[src/rtl/channel_frame_averager.sv]
// channel_frame_averager: 4-channel box-car averager with frame-synchronous output commit.
// Optional VU-style peak hold with per-frame decay is enabled by defining CHANNEL_PEAK_HOLD_EN.
module channel_frame_averager #(
   parameter int AVG_LOG2   = 4,
   parameter int DECAY_STEP = 16
) (
   input  logic        clk_in,
   input  logic        reset_n,
   input  logic        s_valid,
   output logic        s_ready,
   input  logic [1:0]  s_chan,
   input  logic [11:0] s_data,
   input  logic        vsync_in,
   output logic [11:0] channel_1,
   output logic [11:0] channel_2,
   output logic [11:0] channel_3,
   output logic [11:0] channel_4,
   output logic        update_pulse,
   output logic [3:0]  fresh
);
   localparam int AW = 12 + AVG_LOG2;
   localparam int CW = (AVG_LOG2 > 0) ? AVG_LOG2 : 1;
   localparam logic [CW-1:0] LAST = CW'((1 << AVG_LOG2) - 1);
   typedef enum logic {IDLE, COMMIT} state_t;
   state_t        r_state, w_next;
   logic          r_vs_d, r_update, w_rise, w_accept, w_last;
   logic [AW-1:0] r_acc [4];
   logic [CW-1:0] r_cnt [4];
   logic [11:0]   r_shadow [4];
   logic [11:0]   r_chan [4];
   logic [11:0]   w_commit [4];
   logic [3:0]    r_new, r_fresh;
   logic [AW-1:0] w_sum;
   logic [11:0]   w_avg;
`ifdef CHANNEL_PEAK_HOLD_EN
   localparam logic [11:0] DECAY = 12'(DECAY_STEP);
   logic [11:0]   w_dec [4];
`endif
   assign w_rise    = vsync_in & ~r_vs_d;
   assign w_accept  = s_valid & s_ready;
   assign w_sum     = r_acc[s_chan] + AW'(s_data);
   assign w_avg     = 12'(w_sum >> AVG_LOG2);
   assign w_last    = r_cnt[s_chan] == LAST;
   assign channel_1 = r_chan[0];
   assign channel_2 = r_chan[1];
   assign channel_3 = r_chan[2];
   assign channel_4 = r_chan[3];
   assign update_pulse = r_update;
   assign fresh     = r_fresh;
   // FSM state register
   always_ff @(posedge clk_in or negedge reset_n) begin
      if (!reset_n) r_state <= IDLE;
      else          r_state <= w_next;
   end
   // Next state: a vsync rise buys exactly one COMMIT cycle with the input stalled
   always_comb begin
      w_next  = (r_state == IDLE && w_rise) ? COMMIT : IDLE;
      s_ready = (r_state == IDLE);
   end
   // Value loaded into each output at commit: plain shadow, or peak hold with linear decay
   always_comb begin
      for (int i = 0; i < 4; i++) begin
`ifdef CHANNEL_PEAK_HOLD_EN
         w_dec[i]    = (r_chan[i] > DECAY) ? r_chan[i] - DECAY : 12'd0;
         w_commit[i] = (r_shadow[i] >= w_dec[i]) ? r_shadow[i] : w_dec[i];
`else
         w_commit[i] = r_shadow[i];
`endif
      end
   end
   // Accumulate accepted samples per channel; at commit copy shadows out and report freshness
   always_ff @(posedge clk_in or negedge reset_n) begin
      if (!reset_n) begin
         r_vs_d   <= 1'b0;
         r_update <= 1'b0;
         r_new    <= '0;
         r_fresh  <= '0;
         for (int i = 0; i < 4; i++) begin
            r_acc[i]    <= '0;
            r_cnt[i]    <= '0;
            r_shadow[i] <= '0;
            r_chan[i]   <= '0;
         end
      end else begin
         r_vs_d   <= vsync_in;
         r_update <= (r_state == COMMIT);
         for (int i = 0; i < 4; i++) begin
            if (w_accept && s_chan == 2'(i)) begin
               r_acc[i]    <= w_last ? '0 : w_sum;
               r_cnt[i]    <= w_last ? '0 : r_cnt[i] + CW'(1);
               r_shadow[i] <= w_last ? w_avg : r_shadow[i];
               r_new[i]    <= r_new[i] | w_last;
            end
            if (r_state == COMMIT) begin
               r_chan[i]  <= w_commit[i];
               r_fresh[i] <= r_new[i];
               r_new[i]   <= 1'b0;
            end
         end
      end
   end
endmodule
[config.mk]
export PLATFORM = sky130hd
export DESIGN_NAME = channel_frame_averager
export DESIGN_NICKNAME = d
export VERILOG_FILES = /design/src/rtl/channel_frame_averager.sv
export SDC_FILE = /design/constraint.sdc
export NUM_CORES = 1
export LEC_CHECK = 0
export BUFFER_PORTS_ARGS = -buffer_cell sky130_fd_sc_hd__buf_2
export CAP_MARGIN = 20
export CORE_MARGIN = 5
export CORE_UTILIZATION = 55
export DETAILED_ROUTE_END_ITERATION = 12
export GPL_ROUTABILITY_DRIVEN = 0
export PLACE_DENSITY = 0.75
export SETUP_SLACK_MARGIN = 0.02
export SKIP_CTS_REPAIR_TIMING = 1
export SYNTH_ARGS = -nofsm -noshare
export SYNTH_HDL_FRONTEND = slang
export SYNTH_SLANG_ARGS = --single-unit
[constraint.sdc]
create_clock -name clk_in -period 3.31 [get_ports clk_in]
set_clock_uncertainty 0.2 [all_clocks]
set_input_delay 0.331 -clock clk_in [delete_from_list [all_inputs] [get_ports clk_in]]
set_output_delay 0.331 -clock clk_in [all_outputs]
set_load 0.01 [all_outputs]
==> flow_summary.html <==
<table>
<tr><th>Metric</th><th>Value</th></tr>
<tr><th colspan="2">Run</th></tr>
<tr><td>Max-cap violation count</td><td>0</td></tr>
<tr><th colspan="2">Synthesis</th></tr>
<tr><td>Mux share of post-synthesis cell area</td><td>0.1474</td></tr>
<tr><td>Complex-gate fraction of the synthesized area</td><td>0.1177</td></tr>
<tr><td>Sequential cell area fraction in the yosys report</td><td>0.5821</td></tr>
<tr><td>Dominant combinational cell family by area after synthesis</td><td>multiplexers</td></tr>
<tr><td>Syn avg cell area</td><td>12.18 µm²</td></tr>
<tr><td>Cell count after synthesis</td><td>660</td></tr>
<tr><td>Number of distinct library cells after synthesis</td><td>53</td></tr>
<tr><td>Register bit count reported by yosys</td><td>roughly 190</td></tr>
<tr><td>Asr flop ratio synth</td><td>1.000</td></tr>
<tr><td>EDFF count, synth</td><td>0</td></tr>
<tr><td>Most area-hungry cell type in the Yosys netlist</td><td>dfrtp_1</td></tr>
<tr><td>Synth Area in Adders</td><td>0.02739</td></tr>
<tr><td>Xor and xnor area share after synthesis</td><td>0.01728</td></tr>
<tr><td>Post-Synthesis Cell Area</td><td>about 8000 µm²</td></tr>
<tr><td>Post-synth top area share</td><td>0.5821</td></tr>
<tr><td>Synth Area in Simple Gates</td><td>0.08296</td></tr>
<tr><td>Most used flip-flop cell after synthesis</td><td>dfrtp_1</td></tr>
<tr><td>Dominant cells by area after synthesis</td><td>dfrtp_1 58%, mux2_2 10%, nand2_1 5.4%</td></tr>
<tr><td>Post-Synthesis Net Count</td><td>a little under 700</td></tr>
<tr><td>Warning count from the yosys run</td><td>0</td></tr>
<tr><th colspan="2">GRT</th></tr>
<tr><td>Number of global-route vias before repair</td><td>between 5000 and 6000</td></tr>
<tr><td>Most used routing layer in global routing</td><td>met2</td></tr>
<tr><td>Met3 usage</td><td>0.04756</td></tr>
<tr><td>Global-route congestion overflow total</td><td>0</td></tr>
<tr><td>Global Route met2 Usage</td><td>0.3624</td></tr>
<tr><td>Largest net degree at the start of global routing</td><td>between 70 and 80</td></tr>
<tr><td>Initial antenna violation count</td><td>0</td></tr>
<tr><td>GRT met1 Usage</td><td>0.2898</td></tr>
<tr><td>Wire length of the first global-routing pass</td><td>a little under 30000 µm</td></tr>
<tr><td>Aggregate global-route resource usage</td><td>0.2194</td></tr>
<tr><th colspan="2">STA</th></tr>
<tr><td>Final worst path period need</td><td>approximately 3.2 ns</td></tr>
<tr><td>Slew of the pin with the lowest slew margin</td><td>approximately 0.78 ns</td></tr>
<tr><td>Final count of negative-setup-slack endpoints</td><td>0</td></tr>
<tr><td>Relative slew margins</td><td>0.4779</td></tr>
<tr><td>Final-report hold violation count</td><td>0</td></tr>
<tr><td>Post-route clock period utilization</td><td>0.9691</td></tr>
<tr><td>Final-report max-slew violation count</td><td>0</td></tr>
<tr><td>RSZ-0062 raised after global routing</td><td>yes</td></tr>
<tr><td>Fmax</td><td>0.3117 GHz</td></tr>
<tr><th colspan="2">Critical path</th></tr>
<tr><td>Worst setup startpoint</td><td>r_acc[16]</td></tr>
<tr><td>Endpoint type of the worst setup path</td><td>flip-flop</td></tr>
<tr><td>Arrival time at the worst endpoint</td><td>~3.3 ns</td></tr>
<tr><td>Register-to-Register Path Depth</td><td>10</td></tr>
<tr><td>Launching point of the worst reg2reg path</td><td>r_acc[16]</td></tr>
<tr><td>Critical Path End</td><td>r_acc[28]</td></tr>
<tr><td>CP Max Fanout</td><td>8</td></tr>
<tr><td>Required time of the critical path</td><td>approximately 3.4 ns</td></tr>
<tr><td>Critical path class</td><td>reg2reg</td></tr>
<tr><td>Worst reg2reg path endpoint</td><td>r_acc[28]</td></tr>
<tr><td>Crit path launch type</td><td>flip-flop</td></tr>
<tr><td>Register-to-register setup slack</td><td>roughly 0.10 ns</td></tr>
<tr><th colspan="2">Die</th></tr>
<tr><td>Die boundary height</td><td>roughly 130 µm</td></tr>
<tr><td>Width of the chip</td><td>roughly 130 µm</td></tr>
<tr><td>Cell row count</td><td>44</td></tr>
<tr><td>Number of top-level pins</td><td>~70</td></tr>
<tr><td>Die area</td><td>~17000 µm²</td></tr>
<tr><td>Starting density of the core</td><td>0.5573</td></tr>
<tr><td>Floorplan core area</td><td>about 14000 µm²</td></tr>
<tr><th colspan="2">Cells and area</th></tr>
<tr><td>Growth of design area from synthesis to finish</td><td>16.92%</td></tr>
<tr><td>Final non-filler cell total</td><td>~950</td></tr>
<tr><td>Core utilization of the finished layout</td><td>0.6516</td></tr>
<tr><td>Diode insertion count for antenna repair</td><td>0</td></tr>
<tr><td>Share of layout cells above drive strength 1</td><td>0.3202</td></tr>
<tr><td>Layout Nets</td><td>between 700 and 800</td></tr>
<tr><td>Most frequent cells in the layout</td><td>186 x dfrtp_1, 115 x nand2_1, 74 x o21ai_0, 72 x mux2_2, 70 x buf_2</td></tr>
<tr><td>Most common cell after layout, fill and taps aside</td><td>dfrtp_1</td></tr>
<tr><td>Final std cell area, no fill</td><td>around 9400 µm²</td></tr>
<tr><th colspan="2">Place</th></tr>
<tr><td>Total of buffers placed on input and output ports</td><td>a little over 70</td></tr>
<tr><td>Dpl cells</td><td>909</td></tr>
<tr><td>DP Wirelength</td><td>~12000 µm</td></tr>
<tr><td>Cell Area, Placed</td><td>just under 9000 µm²</td></tr>
<tr><th colspan="2">Pwr</th></tr>
<tr><td>Leak</td><td>0.004558 µW</td></tr>
<tr><td>Part of the total power dissipated in the clock network</td><td>0.242</td></tr>
<tr><td>Peak supply drop</td><td>0.0004878 V</td></tr>
<tr><td>Total power per unit cell area</td><td>900.0 nW/µm²</td></tr>
<tr><td>Switching Share</td><td>0.3389</td></tr>
<tr><td>Proportion of power drawn by flip-flops and latches</td><td>0.422</td></tr>
<tr><td>Switching power of the nets</td><td>2867 µW</td></tr>
<tr><td>Combinational fraction of design power</td><td>0.335</td></tr>
<tr><td>Cell-internal power</td><td>~5600 µW</td></tr>
<tr><th colspan="2">Clock network</th></tr>
<tr><td>CTS tree</td><td>built</td></tr>
<tr><td>Clock slew at reported path FFs</td><td>0.07 ns</td></tr>
<tr><td>Clock root buffer</td><td>clkbuf_16</td></tr>
<tr><td>CTS Buf Count</td><td>17</td></tr>
<tr><td>Clock Path Buffers</td><td>2</td></tr>
<tr><td>Clock sink count</td><td>approximately 190</td></tr>
<tr><td>Number of levels in the clock H-tree</td><td>4</td></tr>
<tr><td>Insertion delay of the later-clocked pin in the worst-skew pair</td><td>between 0.4 and 0.5 ns</td></tr>
<tr><th colspan="2">Drt</th></tr>
<tr><td>Vias after detailed routing</td><td>approximately 5400</td></tr>
<tr><td>Iteration count of the initial detailed-routing pass</td><td>4</td></tr>
<tr><td>WL per Instance</td><td>between 15 and 20 µm</td></tr>
<tr><td>Total Wirelength</td><td>approximately 18000 µm</td></tr>
<tr><td>Drt drc</td><td>0</td></tr>
<tr><td>Mean number of vias per cell</td><td>between 5 and 6</td></tr>
<tr><td>Post-route antenna net violation count</td><td>0</td></tr>
<tr><td>Starting DRC count in detailed routing</td><td>slightly above 400</td></tr>
<tr><th colspan="2">Worst hold path</th></tr>
<tr><td>Start point of the worst hold path</td><td>s_data[0]</td></tr>
<tr><td>Min-Delay Path Class</td><td>in2reg</td></tr>
<tr><th colspan="2">Outcome</th></tr>
<tr><td>Status</td><td>finished clean</td></tr>
</table>
synth_stat cells (6+ instances only):
library cell and n:
buf_2 7, ha_1 16, xnor2_1 8, and3_1 6, nand2_1 115, xor2_1 6, nor2_1 12, o21ai_2 6
nand3_1 7, a21oi_1 18, mux2_2 72, dfrtp_1 187, mux4_2 15, o21ai_0 79, a22o_1 16, o31ai_1 12
clkbuf_1 20, buf_1 6
worst min path at each step:
stage | endpoint | slack (ns) | depth (start not counted)
detailed placement | channel_4[6] | 0.18 | 1
CTS | r_shadow[2] | -0.28 | 1
global placement | channel_2[6] | 0.16 | 1
floorplan | channel_1[0] | -0.16 | 0
finish | r_acc[32] | 0.19 | 4
global route | r_state | 0.20 | 1
area by class of cell:
type                       count  area [µm²]
fill                        1034        5025
sequential                   187        4681
multi-input combinational    430        3202
timing repair buffer         108       669.4
clock buffer                  18       439.2
tap                          184       230.2
clock inverter                14       158.9
inverter                       5       18.77
worst max-delay path, stage by stage, from the launching register on:
cell      delay, ns
dfrtp_1        0.39
mux4_2         0.47
ha_1           0.22
fa_2           0.36
a21o_1         0.19
a221oi_2       0.31
o31a_1         0.25
buf_4          0.14
o21ai_2        0.09
xnor2_4        0.21
o31ai_1        0.26
power by group through the flow:
stage | sequential, µW | clock (µW) | combinational (µW)
6_report | 3570 | 2050 | 2840
5_1_grt | 3670 | 2180 | 3140
3_5_place_dp | 3610 | 0 | 2710
2_1_floorplan | 3580 | 0 | 1660
4_1_cts | 3570 | 2080 | 2720
3_3_place_gp | 3540 | 0 | 2570
stage by stage:
stage / worst slack, ns / hold WS [ns] / power [µW] / setup TNS (ns)
after detailed placement: -0.1122 / 0.1779 / 6313 / -0.8894
after global placement: -0.02661 / 0.1608 / 6106 / -0.07174
after floorplan: 0.03281 / -0.1646 / 5236 / 0
final: 0.1021 / 0.1861 / 8460 / 0
after global routing: 0.03265 / 0.2043 / 8988 / 0
after CTS: 0.04343 / -0.2810 / 8373 / 0
metal layers:
metal / share of wire / vias up
met5: 0 / -
met4: 0.019 / 0
met3: 0.053 / 27
met2: 0.49 / 133
met1: 0.44 / 2760
li1: - / 2516
cell families after synthesis:
kind of cell | Yosys count
flops | 187
simple gates | 157
compound gates | 152
mux | 89
buf+inv | 43
fa+ha+maj | 17
xor+xnor | 15
sequential cells by signal (all words and copies together) (netlist names), 4 cells and up:
signal,flops
r_acc,64
r_shadow,48
r_cnt,16
channel_1,12
channel_2,12
channel_3,12
channel_4,12
fresh,4
r_new,4
Note: power is estimated with default switching activity, not from simulation.
